### src/rtl/expr_tx.sv
// expr_tx: streams "[(]a op1 b[)] op2 c TERM" as decimal ASCII over a valid/ready port.
module expr_tx #(
  parameter logic [7:0] TERM = 8'h3D
) (
  input  logic       clk,
  input  logic       clr,
  input  logic       start,
  input  logic [7:0] a,
  input  logic [7:0] b,
  input  logic [7:0] c,
  input  logic       op1,
  input  logic       op2,
  input  logic       paren,
  output logic [7:0] out,
  output logic       out_valid,
  input  logic       out_ready,
  output logic       busy,
  output logic       done
);
  typedef enum logic [3:0] {S_IDLE, S_LPAR, S_OPA, S_OP1, S_OPB, S_RPAR, S_OP2, S_OPC, S_TERM} state_t;
  state_t state, state_n;
  logic [1:0] idx, idx_n;
  logic [7:0] ra, rb, rc, cur, digit;
  logic r1, r2, rp, last;

  // digit index 0/1/2 = hundreds/tens/ones; start at the first nonzero digit
  function automatic logic [1:0] first(input logic [7:0] v);
    return v >= 8'd100 ? 2'd0 : v >= 8'd10 ? 2'd1 : 2'd2;
  endfunction

  function automatic logic [7:0] sym(input logic m);
    return m ? 8'h2A : 8'h2B;
  endfunction

  always_comb begin
    cur = state == S_OPA ? ra : state == S_OPB ? rb : rc;
    digit = idx == 2'd0 ? cur / 8'd100 : idx == 2'd1 ? (cur / 8'd10) % 8'd10 : cur % 8'd10;
    last = idx == 2'd2;
    busy = state != S_IDLE;
    out_valid = busy;
    out = state == S_LPAR ? 8'h28 :
          state == S_RPAR ? 8'h29 :
          state == S_OP1  ? sym(r1) :
          state == S_OP2  ? sym(r2) :
          state == S_TERM ? TERM :
          (state == S_OPA || state == S_OPB || state == S_OPC) ? 8'h30 + digit : 8'h00;
  end

  always_comb begin
    state_n = state;
    idx_n = idx;
    if (state == S_IDLE) begin
      if (start) begin
        state_n = paren ? S_LPAR : S_OPA;
        idx_n = first(a);
      end
    end else if (out_ready) begin
      case (state)
        S_LPAR: state_n = S_OPA;
        S_OPA:  if (last) state_n = S_OP1; else idx_n = idx + 2'd1;
        S_OP1:  begin state_n = S_OPB; idx_n = first(rb); end
        S_OPB:  if (last) state_n = rp ? S_RPAR : S_OP2; else idx_n = idx + 2'd1;
        S_RPAR: state_n = S_OP2;
        S_OP2:  begin state_n = S_OPC; idx_n = first(rc); end
        S_OPC:  if (last) state_n = S_TERM; else idx_n = idx + 2'd1;
        default: state_n = S_IDLE;
      endcase
    end
  end

  always_ff @(posedge clk) begin
    if (clr) begin
      state <= S_IDLE;
      idx <= 2'd0;
      done <= 1'b0;
    end else begin
      state <= state_n;
      idx <= idx_n;
      done <= state == S_TERM && out_ready;
    end
    if (!clr && state == S_IDLE && start) begin
      ra <= a;
      rb <= b;
      rc <= c;
      r1 <= op1;
      r2 <= op2;
      rp <= paren;
    end
  end
endmodule

### config.mk
export PLATFORM = sky130hd
export DESIGN_NAME = expr_tx
export DESIGN_NICKNAME = d
export VERILOG_FILES = /design/src/rtl/expr_tx.sv
export SDC_FILE = /design/constraint.sdc
export NUM_CORES = 1
export LEC_CHECK = 0
export ABC_AREA = 1
export BUFFER_PORTS_ARGS = -buffer_cell sky130_fd_sc_hd__buf_2
export CORE_UTILIZATION = 30
export CTS_BUF_LIST = sky130_fd_sc_hd__clkbuf_16
export CTS_CLUSTER_SIZE = 24
export DETAILED_ROUTE_END_ITERATION = 8
export SYNTH_ARGS = -nofsm -noshare
export SYNTH_HDL_FRONTEND = slang
export SYNTH_SLANG_ARGS = --single-unit
### constraint.sdc
create_clock -name clk -period 14.1 [get_ports clk]
set_input_delay 1.41 -clock clk [delete_from_list [all_inputs] [get_ports clk]]
set_output_delay 1.41 -clock clk [all_outputs]
set_load 0.03 [all_outputs]
# Word-level counts from Yosys, hierarchy flattened
# Cells that the tools add are included.
# Widths: inputs -> output; s select.
[word_totals]
wordCells = 82
ff_bits = 34
out_inout_bits = 11
[op_classes]
eq_ne = 15
order_cmp = 6
mux = 32
addsub = 2
n_reduce_logical = 14
div_mod_pow = 4
[ops]
columns = ["operator", "n"]
rows = [
  ["$mux 8", 10],
  ["$pmux 4 s7", 1],
  ["$ge 8x4->1 const B", 3],
  ["$ge 8x7->1 const B", 3],
  ["$mux 2", 12],
  ["$mux 4", 6],
  ["$eq 4x3->1 const B", 4],
  ["$mod 8x4->8 const B", 2],
  ["$ne 3x2->1 const B", 4],
  ["$add 6x8->8 const A", 1],
  ["$div 8x4->8 const B", 1],
  ["$div 8x7->8 const B", 1],
  ["$eq 4x2->1 const B", 2],
  ["$reduce_bool 4->1", 2],
  ["$pmux 2 s3", 1],
  ["$reduce_and 5->1", 1],
  ["$eq 4x1->1 const B", 1],
  ["$eq 4x4->1 const B", 1],
  ["$logic_not 4->1", 1],
  ["$reduce_and 4->1", 1],
  ["$logic_and 1x1->1", 3],
  ["$reduce_or 3->1", 1],
  ["$add 2x1->2 const B", 1],
  ["$eq 2x1->1 const B", 1],
  ["7 further kinds", 9],
]

# Longest topological paths before layout
# Gate-level depths: netlist of run 1.
[depth]
word_depth = 14
mapped_depth = 43
mapped_depth_nobuf = 42

# Worst setup path after synthesis of run 1
# Ideal clock, no wire load.
[synth_timing]
path_kind = "register -> output"
start = "reg state[0]"
end = "out out[5]"
path_stages_with_launch = 35
arrival_time_ns = 5.035
required_time_ns = 12.690
slack_ns = 7.655
path_cell_list = "dfxtp_1 nor2_2 nand2_1 buf_6 nand2_1 nand3_1 o21ai_2 inv_2 ha_1 nor2_1 nand3_1 a21oi_4 nand2_2 nand2_2 nand3_4 nand2_4 nand4_1 nand2_1 inv_1 ha_1 a21boi_0 a21oi_1 nand3_1 a21oi_1 nand4_2 o21bai_4 nand2_1 nand2_1 nand2_2 nand2_1 nand2_1 nand2_1 nand2_1 ha_1 o21ai_0"
[synth_between]
elab_chain_cells = 14
[synth_lines]
columns = ["element", "line_no", "source"]
rows = [
  ["start, declared", "21", "state_t state, state_n;"],
  ["start signal, assigned", "77", "state <= state_n;"],
  ["$eq 4x3->1", "36, 46", ""],
  ["$mux 8 (2 in series)", "36", "cur = state == S_OPA ? ra : state == S_OPB ? rb : rc;"],
  ["$div 8x4->8", "37", "digit = idx == 2'd0 ? cur / 8'd100 : idx == 2'd1 ? (cur / 8'd10) % 8'd10 : cur % 8'd10;"],
  ["$mod 8x4->8", "37", ""],
  ["$mux 8 (2 in series)", "37", ""],
  ["$add 6x8->8", "46", "(state == S_OPA || state == S_OPB || state == S_OPC) ? 8'h30 + digit : 8'h00;"],
  ["$mux 8", "46", ""],
  ["$mux 8", "45", "state == S_TERM ? TERM :"],
  ["$mux 8", "44", "state == S_OP2 ? sym(r2) :"],
  ["$mux 8", "43", "state == S_OP1 ? sym(r1) :"],
  ["$mux 8", "42", "state == S_RPAR ? 8'h29 :"],
  ["$mux 8 *", "41", "out = state == S_LPAR ? 8'h28 :"],
  ["end, declared", "14", "output logic [7:0] out,"],
]
# Mark *: on every way between the ends. The rest lies on a longest branch, timed or not.

# Worst setup path after layout of run 1
[layout_timing]
start = "reg state[0]"
end = "out out[6]"
# Same word-level chain as after synthesis.

==> metrics.csv, run 1 <==
stage;metric;value;unit
run_status;status;finished clean;
worst_setup_path;slowest cell on the critical path;dfxtp_1;
sta;period utilization;50.2;%
route;WL final;7380;microns
layout;ratio of cells with drive above 1 in the final layout;24.7;%
global_route;global-route wire length before repair;12500;microns
synth;Post-synth EDFFs;27;
route;DR vias/cell;4.79;
clock_tree;CTS tree;built;
floorplan;Initial Utilization;30.8;%
global_route;grt total ovfl;0;
sta;Slew headroom;55.8;%
sta;Period minus WS final;7.07;ns
clock_tree;clk buf depth;2;
synth;Main synth FF type;edfxtp_1;
worst_setup_path;Worst Path Class, Setup;flop to output pin;
synth;Syn Area/Cell;7.24;sq um
sta;skew final;0.00564;ns
floorplan;chip height;105;microns
route;DRC;0;
placed_design;post-DP HPWL;5930;microns
worst_setup_path;Critical Path AT;5.66;ns
clock_tree;Resized cells post-CTS;0;
worst_setup_path;worst-path fanout max;11;
sta;Slew Limit Fails;0;
synth;Mapped Nets;483;
route;DR iter-0 viols;147;
layout;Final nets;527;
floorplan;die area;11000;sq um
layout;Synth-to-Final Area Change;15.9;%
clock_tree;Worst-path clk slew;0.05;ns
route;Vias;2958;
layout;antenna diode count;0;
sta;final setup violation count;0;
sta;Peak Freq;141;MHz
clock_tree;Post-CTS Setup Inserts;0;
worst_setup_path;slowest stage delay, CP;0.38;ns
sta;final hold violation count;0;
synth;sequential share of the synthesized area;30.0;%
synth;Ys Warns;0;
synth;Unique masters post-synth;47;
route;Pre-Repair DR Iteration Count;5;
synth;register bit total from synthesis;34;
sta;slew of the pin with the lowest slew margin;0.659;ns
clock_tree;H-Tree Depth;2;
sta;unrepaired setup endpoints after global routing;no;
global_route;initial antenna violation count;0;
worst_setup_path;endpoint type of the worst setup path;output pin;
floorplan;Core Box Area;10300;sq um
job;max_cap viols;0;
clock_tree;clock latency on the worst-skew pair;0.28;ns
clock_tree;Clock Root Buffer;clkbuf_16;
route;WL/cell;11.9;microns
global_route;vias in the first global route;2892;
clock_tree;Clock Sink Count;34;
floorplan;width of the die;105;microns
synth;Netlist Area Pre-Place;3170;sq um
global_route;largest net degree at the start of global routing;28;
worst_setup_path;startpoint type of the worst setup path;flop;
worst_hold_path;Worst Hold Class;flop to flop;
placed_design;I/O Buffers;41;
sta;Setup TNS;0;ns
synth;ys async rst share;0;%
global_route;total track usage;13.8;%
clock_tree;Num CTS Buffers;5;
floorplan;# IOs;42;
worst_setup_path;most frequent CP cell;nand2_1;
floorplan;num rows;37;
clock_tree;# hold bufs at CTS;0;
route;Final ANT Viol Nets;0;
placed_design;GPL Wtd Cong;0.853;
worst_setup_path;Data required, critical path;12.69;ns
synth;Mapped Cells;438;
final timing paths:
check                           cells after the start        to  slack [ns]  startpoint
worst max-delay path                               38    out[6]        7.03    state[0]
worst min-delay path                                2    idx[1]        0.49      idx[1]
worst max register to register                      8  state[0]       11.73    state[0]
worst min register to register                      2    idx[1]        0.49      idx[1]
cells in the mapped netlist, types with 3 or more instances:
| master | n | area, sq um |
|---|---|---|
| ha_1 | 14 | 175 |
| dfxtp_1 | 7 | 140 |
| inv_2 | 15 | 56.3 |
| nand2_2 | 20 | 125 |
| nand2_4 | 5 | 56.3 |
| xor2_1 | 4 | 35.0 |
| or2_1 | 6 | 37.5 |
| nor2_2 | 4 | 25.0 |
| xnor2_1 | 5 | 43.8 |
| nand2_1 | 109 | 409 |
| o21ai_0 | 14 | 70.1 |
| o21ai_1 | 4 | 20.0 |
| edfxtp_1 | 27 | 811 |
| a211oi_1 | 4 | 30.0 |
| nor2_1 | 38 | 143 |
| nand3_2 | 8 | 80.1 |
| o211ai_1 | 3 | 22.5 |
| nand3_1 | 35 | 175 |
| nor2_4 | 5 | 56.3 |
| nor3_1 | 5 | 25.0 |
| nand4_1 | 7 | 43.8 |
| inv_1 | 48 | 180 |
| a21oi_1 | 15 | 75.1 |
| a31oi_1 | 3 | 18.8 |
worst max-delay path, delay by kind of cell (launching register included):
| kind | cells | cell delay (ns) |
|---|---|---|
| and+or+nand+nor | 25 | 2.95 |
| AOI/OAI and AO/OA | 4 | 0.78 |
| buffers and inverters | 6 | 0.64 |
| adders and majority gates | 3 | 0.62 |
| DFF | 1 | 0.38 |
kinds of logic (layout without fill, tap and decap cells):
logic type,after synthesis,count (layout),synth area share (%)
XOR/XNOR,10,10,3.00
buffers and inverters,69,113,8.96
AND/OR/NAND/NOR,252,252,40.3
flip-flops,34,34,30.0
adder cells (fa/ha/maj),14,14,5.52
AO/OA/AOI/OAI,59,59,12.3
placed cells by master (no fill, tap or decap), drive strengths merged, types with 3 or more instances in the layout:
master	synthesis	final
dfxtp	7	7
nor3	5	5
a21oi	18	18
ha	14	14
inv	64	64
o21ai	20	20
xnor2	5	5
clkbuf	0	5
buf	5	42
o211ai	3	3
edfxtp	27	27
a211oi	4	4
nand4	9	9
nand3	45	45
or2	8	8
a31oi	3	3
nor2	47	47
nand2	134	134
xor2	5	5
state kept, by name, indices dropped and copies added (netlist names):
| name | count |
|---|---|
| rp | 1 |
| ra | 8 |
| rb | 8 |
| state | 4 |
| idx | 2 |
| done | 1 |
| r1 | 1 |
| rc | 8 |
| r2 | 1 |
area by class of cell:
type / instances / area, sq um
timing repair buffer: 42 / 213
multi-input combinational: 335 / 1940
clock buffer: 5 / 125
sequential: 34 / 951
tap: 136 / 170
inverter: 64 / 243
fill: 1096 / 6600
clock inverter: 2 / 33.8
metal layers:
metal	global-route usage (%)	part of all wire, %	up-vias
li1	-	-	1530
met3	1.75	4.2	8
met1	16.4	45	1336
met5	0	0	-
met4	3.82	0.84	0
met2	25.9	50	84
metrics by stage:
| step | hold slack [ns] | instance area [sq um] | instances | utilization, % | setup slack (ns) |
|---|---|---|---|---|---|
| after global routing | 0.540 | 3670 | 618 | 35.7 | 6.41 |
| final | 0.486 | 3670 | 618 | 35.7 | 7.03 |
| after global placement | 0.478 | 3510 | 611 | 34.2 | 7.50 |
| after CTS | 0.488 | 3670 | 618 | 35.7 | 7.08 |
| after detailed placement | 0.479 | 3510 | 611 | 34.2 | 7.39 |
| after floorplan | 0.462 | 3170 | 438 | - | 7.65 |
Power of run 1 is left out: the tool's default activity adds up to more than one toggle a clock period on the data nets, which glitch-free logic cannot reach.
==> run 2, diff against run 1 <==
- ABC_AREA: 1 -> 0
- clock period: 14.1 -> 6 ns (I/O delays scaled with it)
==> run 2 against run 1 <==
  * The flow now finishes with violations (negative setup slack)
  * Utilization grew 9.4 points
  * First-iteration DRC count is 91% higher
  * Wire length is 80% higher
  * Register-to-register slack worse by 8.6 ns
  * Die area up 26%
  * Design area up 58%
  * Largest cell class unchanged
  * Highest routed layer unchanged
==> metrics.csv, run 2 <==
stage;metric;value;unit;change
synth;most frequent cell after synthesis;nor2_1;;was nand2_1
clock_tree;Clock Root Buffer;clkbuf_16;;unchanged
synth;synth cell count leaders;nor2_1 (48), nand2_1 (36), edfxtp_1 (27), o21ai_0 (27), a21oi_1 (25);;was nand2_1 (109), inv_1 (48), nor2_1 (38)
synth;ys async rst share;0;%;unchanged
power;P per Cell Area;504;nW/um^2;
layout;Final nets;679;;was 527
global_route;grt total ovfl;0;;unchanged
sta;slew of the pin with the lowest slew margin;0.863;ns;was 0.659 ns
worst_setup_path;slowest cell on the critical path;dfxtp_4;;was dfxtp_1
worst_hold_path;Worst Hold Class;input port to flop;;was flop to flop
run_status;failing checks;negative setup slack;;
route;DR vias/cell;5.55;;was 4.79
route;WL final;13300;microns;was 7380 microns
job;max_cap viols;0;;unchanged
synth;Unique masters post-synth;97;;was 47
route;DRC;0;;unchanged
global_route;vias in the first global route;4348;;was 2,892
clock_tree;CTS tree;built;;unchanged
layout;most frequent cells in the layout;buf_4 (124), nor2_1 (44), nand2_1 (35);;was nand2_1 (109), inv_1 (48), buf_2 (41)
floorplan;width of the die;117;microns;was 105 microns
synth;sequential share of the synthesized area;23.8;%;was 30.0%
sta;final hold violation count;0;;unchanged
worst_setup_path;slowest stage delay, CP;0.37;ns;was 0.38 ns
worst_hold_path;worst hold stages;1;;was 2
sta;Peak Freq;151;MHz;
layout;Fillers;1300;;was 1,096
synth;Synth area leaders;edfxtp_1 (20%), nor2_1 (4.5%), ha_1 (4.4%), dfxtp_1 (3.5%), nand2_1 (3.4%);;was edfxtp_1 (26%), nand2_1 (13%), inv_1 (5.7%), ha_1 (5.5%), nand3_1 (5.5%)
placed_design;post-DP HPWL;10300;microns;was 5930 microns
sta;Slew headroom;42.1;%;was 55.8%
sta;unrepaired setup endpoints after global routing;yes;;was no
floorplan;die area;13800;sq um;was 11,000 sq um
synth;Ys Warns;0;;unchanged
floorplan;# IOs;42;;unchanged
placed_design;pre-CTS WS;-0.412;ns;was 7.39 ns
synth;Mapped Cells;477;;was 438
power;Max VDD drop;0.260;mV;
route;Final ANT Viol Nets;0;;unchanged
route;Vias;4481;;was 2,958
sta;skew final;0.0101;ns;was 0.00564 ns
worst_setup_path;Data required, critical path;5.40;ns;was 12.69 ns
synth;Main synth FF type;edfxtp_1;;unchanged
sta;Slew Limit Fails;0;;unchanged
worst_setup_path;Critical Path AT;6.01;ns;was 5.66 ns
layout;FF+latch area;958;sq um;was 951 sq um
synth;Yosys top cell area share;20.3;%;was 25.6%
synth;Syn Area/Cell;8.38;sq um;was 7.24 sq um
layout;area of the multi-input gates;3120;sq um;was 1940 sq um
layout;biggest regs;ra x8, rb x8, rc x8;;unchanged
synth;most area-hungry cell type in the Yosys netlist;edfxtp_1;;unchanged
worst_setup_path;Worst Path Class, Setup;flop to output pin;;unchanged
sta;Period minus WS final;6.61;ns;
clock_tree;H-Tree Depth;2;;unchanged
worst_setup_path;startpoint type of the worst setup path;flop;;unchanged
layout;ratio of cells with drive above 1 in the final layout;43.1;%;was 24.7%
worst_setup_path;Reg2Reg Depth;12;;was 8
global_route;initial antenna violation count;0;;unchanged
layout;antenna diode count;0;;unchanged
worst_setup_path;worst-path fanout max;5;;was 11
placed_design;I/O Buffers;41;;unchanged
layout;Final Util;45.2;%;was 35.7%
placed_design;DP Cell Count;781;;was 611
synth;register bit total from synthesis;34;;unchanged
floorplan;num rows;41;;was 37
clock_tree;clk buf depth;2;;unchanged
floorplan;Initial Utilization;31.2;%;was 30.8%
synth;Post-synth EDFFs;27;;unchanged
clock_tree;Worst-path clk slew;0.06;ns;was 0.05 ns
clock_tree;Num CTS Buffers;5;;unchanged
run_status;status;finished with violations;;was finished clean
sta;final setup margin;-0.608;ns;was 7.03 ns
synth;Mapped Nets;522;;was 483
floorplan;Core Box Area;12800;sq um;was 10,300 sq um
power;P_leak;0.00233;uW;
synth;Netlist Area Pre-Place;4000;sq um;was 3170 sq um
clock_tree;Clock Sink Count;34;;unchanged
sta;final setup violation count;8;;was 0
worst_setup_path;most frequent CP cell;buf_4;;was nand2_1
layout;Synth-to-Final Area Change;44.9;%;was 15.9%
worst_setup_path;endpoint type of the worst setup path;output pin;;unchanged
route;DR iter-0 viols;281;;was 147
global_route;global-route wire length before repair;21200;microns;was 12,500 microns
sta;period utilization;110;%;
placed_design;GPL Wtd Cong;0.908;;was 0.853
route;Pre-Repair DR Iteration Count;5;;unchanged
layout;most common cell after layout, fill and taps aside;buf_4;;was nand2_1
clock_tree;clock latency on the worst-skew pair;0.28;ns;about the same
layout;post-route insts no fill;807;;was 618
power;total power;2920;uW;
route;WL/cell;16.4;microns;was 11.9 microns
floorplan;chip height;117;microns;was 105 microns
global_route;largest net degree at the start of global routing;28;;unchanged
global_route;total track usage;18.7;%;was 13.8%
sta;Setup TNS;-2.58;ns;was 0 ns
## run 2: cell count changes in the layout (fill, tap and decap cells not counted), sizes merged, moves of 8 or more
cell   delta
a21o     +10
a21oi    +13
buf     +131
inv      -42
mux2i    +10
nand2    -96
nand3    -28
nand4     -8
nor3     +16
nor4      +8
o21a      +8
o21ai    +18
## run 2: where the power goes
part           leakage (uW)  internal (uW)  total, uW  switching [uW]
combinational       0.00195           1160       2380            1220
sequential         0.000309            278        299            21.3
clock             0.0000738            149        240            91.1
## run 2: repair_timing
action	in CTS	in global routing
setup endpoints to repair	8	8
resized for setup	18	41
pin swaps	20	26
setup buffers	6	12
hold buffers	0	0
## run 2: layout make-up
| type | instances | share of cell area, % |
|---|---|---|
| Multi-Input combinational cell | 399 | 53.9 |
| Timing Repair Buffer | 173 | 22.1 |
| Sequential cell | 34 | 16.5 |
| Tap cell | 172 | 3.71 |
| Clock buffer | 5 | 2.16 |
| Inverter | 21 | 1.45 |
| Clock inverter | 3 | 0.194 |
## run 2: metal layers
layer / GRT usage, % / share of wire (%) / vias to the layer above
met3: 1.60 / 4.5 / 33
li1: - / - / 2159
met1: 23.0 / 42 / 2133
met4: 7.53 / 3.5 / 0
met2: 33.4 / 50 / 156
met5: 0 / 0 / -
## run 2: path summary, 6_finish.rpt
| kind | end | slack [ns] | startpoint |
|---|---|---|---|
| setup / recovery | out[5] | -0.61 | state[3] |
| hold / removal | ra[0] | 0.49 | a[0] |
| setup reg to reg | state[1] | 3.11 | state[2] |
| hold reg to reg | idx[0] | 0.57 | idx[0] |
## run 2: through the flow
stage,cell area [sq um],hold WS (ns)
after floorplan,4120,0.504
after global placement,5260,0.520
after detailed placement,5260,0.560
after CTS,5540,0.493
after global routing,5790,0.487
final,5790,0.494
## run 2: cells by family after synthesis
kind of cell               after synthesis  share of synthesized area (%)
AOI/OAI and AO/OA                      187                           37.0
xor gates and xnor gates                 6                           1.69
adders and majority gates               15                           4.63
buffers and inverters                   44                           5.13
DFF                                     34                           23.8
muxes                                   12                           3.66
and+or+nand+nor                        179                           24.1
## run 2: critical path: cells and delay by family, from the launching register on
kind,cells,cell delay (ns)
AO/OA/AOI/OAI,11,1.83
adder cells (fa/ha/maj),2,0.52
buffers and inverters,7,0.86
flip-flops,1,0.37
multiplexers,3,0.78
AND/OR/NAND/NOR,8,1.34
(Power assumes the default switching activity.)
==> run 3, diff against run 2 <==
- CORE_UTILIZATION: 30 -> 40
- REMOVE_ABC_BUFFERS: default -> 1
==> run 3 against run 2 <==
  * The flow still finishes with violations (negative setup slack)
  * Critical path depth decreased by 1
  * Sequential power about the same
  * Fmax rose by 0.62%
  * Clock skew is 0.0037 ns lower
  * Wire length decreased by 1.4%
  * Non-clock buffer count increased by 9
  * Power grew 4.7%
  * Register-to-register slack improved by 0.26 ns
  * Setup slack improved by 0.041 ns
  * Largest cell class unchanged
  * Largest power group unchanged
  * Highest routed layer unchanged
==> metrics.csv, run 3 (synthesis results as in run 2) <==
stage;metric;value;unit;change
sta;Peak Freq;152;MHz;was 151 MHz
clock_tree;Clock Sink Count;34;;unchanged
layout;Fillers;853;;was 1,300
worst_setup_path;slowest stage delay, CP;0.58;ns;was 0.37 ns
floorplan;# IOs;42;;unchanged
layout;antenna diode count;0;;unchanged
sta;final setup margin;-0.567;ns;was -0.608 ns
floorplan;chip height;102;microns;was 117 microns
placed_design;I/O Buffers;41;;unchanged
worst_hold_path;Worst Hold Class;input port to flop;;unchanged
floorplan;die area;10400;sq um;was 13,800 sq um
layout;ratio of cells with drive above 1 in the final layout;44.7;%;was 43.1%
placed_design;GPL Wtd Cong;0.926;;was 0.908
layout;biggest regs;ra x8, rb x8, rc x8;;unchanged
layout;Final nets;688;;was 679
global_route;met1 usage;30.8;%;was 23.0%
sta;period utilization;109;%;was 110%
clock_tree;clk buf depth;2;;unchanged
global_route;global-route wire length before repair;21000;microns;was 21,200 microns
worst_hold_path;worst hold start;b[0];;was a[0]
sta;final setup violation count;8;;unchanged
layout;area of the multi-input gates;3140;sq um;was 3120 sq um
sta;Period minus WS final;6.57;ns;was 6.61 ns
sta;final hold violation count;0;;unchanged
worst_setup_path;worst-path fanout max;7;;was 5
clock_tree;CTS tree;built;;unchanged
route;WL final;13100;microns;was 13,300 microns
floorplan;num rows;36;;was 41
global_route;initial antenna violation count;0;;unchanged
route;Final ANT Viol Nets;0;;unchanged
sta;Setup TNS;-2.05;ns;was -2.58 ns
floorplan;Core Box Area;9730;sq um;was 12,800 sq um
run_status;failing checks;negative setup slack;;unchanged
power;clock power share;11.0;%;was 8.2%
clock_tree;# hold bufs at CTS;0;;unchanged
global_route;M3 GR Usage;2.60;%;was 1.60%
worst_setup_path;startpoint type of the worst setup path;flop;;unchanged
global_route;met2 GRT Util;46.4;%;was 33.4%
sta;Slew headroom;30.4;%;was 42.1%
sta;skew final;0.00645;ns;was 0.0101 ns
layout;most common cell after layout, fill and taps aside;buf_4;;unchanged
power;total power;3060;uW;was 2920 uW
route;DR iter-0 viols;237;;was 281
sta;Slew Limit Fails;0;;unchanged
worst_setup_path;Data required, critical path;5.40;ns;about the same
route;DR vias/cell;5.78;;was 5.55
power;P_int;1700;uW;was 1580 uW
layout;most frequent cells in the layout;buf_4 (129), nor2_1 (45), nand2_1 (36);;was buf_4 (124), nor2_1 (44), nand2_1 (35)
worst_setup_path;Worst Path Class, Setup;flop to output pin;;unchanged
worst_setup_path;worst r2r src;state[2];;unchanged
sta;unrepaired setup endpoints after global routing;yes;;unchanged
route;WL/cell;16.8;microns;was 16.4 microns
sta;Min Hold Slack;0.492;ns;was 0.494 ns
power;switch share;44.5;%;was 45.7%
clock_tree;clock latency on the worst-skew pair;0.28;ns;about the same
layout;Final Util;60.7;%;was 45.2%
power;P per Cell Area;518;nW/um^2;was 504 nW/um^2
sta;slew of the pin with the lowest slew margin;1.04;ns;was 0.863 ns
job;max_cap viols;0;;unchanged
clock_tree;Worst-path clk slew;0.06;ns;about the same
global_route;grt total ovfl;0;;unchanged
clock_tree;Num CTS Buffers;5;;unchanged
global_route;total track usage;25.9;%;was 18.7%
global_route;largest net degree at the start of global routing;28;;unchanged
route;Vias;4491;;was 4,481
global_route;busiest grt layer;met2;;unchanged
clock_tree;Clock Root Buffer;clkbuf_16;;unchanged
worst_setup_path;most frequent CP cell;buf_4;;unchanged
layout;FF+latch area;961;sq um;was 958 sq um
floorplan;Initial Utilization;41.1;%;was 31.2%
worst_setup_path;launch point of the worst path;state[0];;was state[3]
route;Pre-Repair DR Iteration Count;5;;unchanged
layout;Synth-to-Final Area Change;47.6;%;was 44.9%
power;P_leak;0.00241;uW;was 0.00233 uW
global_route;vias in the first global route;4361;;was 4,348
power;Net Switching;1360;uW;was 1340 uW
floorplan;width of the die;102;microns;was 117 microns
worst_setup_path;slowest cell on the critical path;or4b_4;;was dfxtp_4
worst_setup_path;endpoint type of the worst setup path;output pin;;unchanged
power;sequential power share;9.7;%;was 10.3%
power;Max VDD drop;0.318;mV;was 0.260 mV
run_status;status;finished with violations;;unchanged
worst_setup_path;Critical Path AT;5.97;ns;was 6.01 ns
placed_design;post-DP HPWL;9930;microns;was 10,300 microns
power;combinational power share;79.3;%;was 81.5%
clock_tree;H-Tree Depth;2;;unchanged
route;DRC;0;;unchanged
[run 3: per-layer routing]
layer	wire (microns)	vias to the layer above	part of all wire [%]
li1	-	2183	-
met1	5310	2116	41
met2	6650	157	51
met3	574	35	4.4
met4	530	0	4.1
met5	0	-	0
[run 3: worst paths after layout]
| check | endpoint | slack [ns] | cells after the start |
|---|---|---|---|
| setup / recovery | out[5] | -0.57 | 30 |
| hold / removal | rb[0] | 0.49 | 1 |
| setup reg to reg | state[3] | 3.37 | 12 |
| hold reg to reg | idx[0] | 0.57 | 2 |
[run 3: timing repair]
item,CTS,global route
pin swaps,21,19
setup endpoints to repair,8,8
setup buffers,20,6
gates resized for setup,76,14
hold endpoints to repair,0,0
[run 3: layout make-up]
class,count,area share [%]
Clock buffer,5,2.12
Clock inverter,3,1.17
Inverter,21,1.38
Multi-Input combinational cell,399,53.3
Sequential cell,34,16.3
Tap cell,133,2.82
Timing Repair Buffer,182,23.0
[run 3: worst max-delay path, delay by kind of cell, from the launching register on]
| kind | cells | cell delay, ns |
|---|---|---|
| adders and majority gates | 3 | 0.67 |
| and+or+nand+nor | 8 | 1.67 |
| AOI/OAI and AO/OA | 12 | 2.06 |
| buffers and inverters | 6 | 0.70 |
| muxes | 1 | 0.19 |
| DFF | 1 | 0.37 |
[run 3: metrics by stage]
step	std cells	cell area (sq um)	setup WS, ns
2_1_floorplan	454	3870	-1.72
3_3_place_gp	744	5120	-0.343
3_5_place_dp	744	5120	-0.483
4_1_cts	771	5780	-0.454
5_1_grt	777	5900	-0.845
6_report	777	5900	-0.567
[run 3: power by group through the flow]
| stage | clock network, uW | registers (uW) | logic, uW |
|---|---|---|---|
| finish | 336 | 296 | 2430 |
| global route | 352 | 298 | 2610 |
| CTS | 342 | 296 | 2280 |
| detailed placement | 0 | 300 | 1940 |
| global placement | 0 | 299 | 1900 |
| floorplan | 0 | 303 | 1200 |
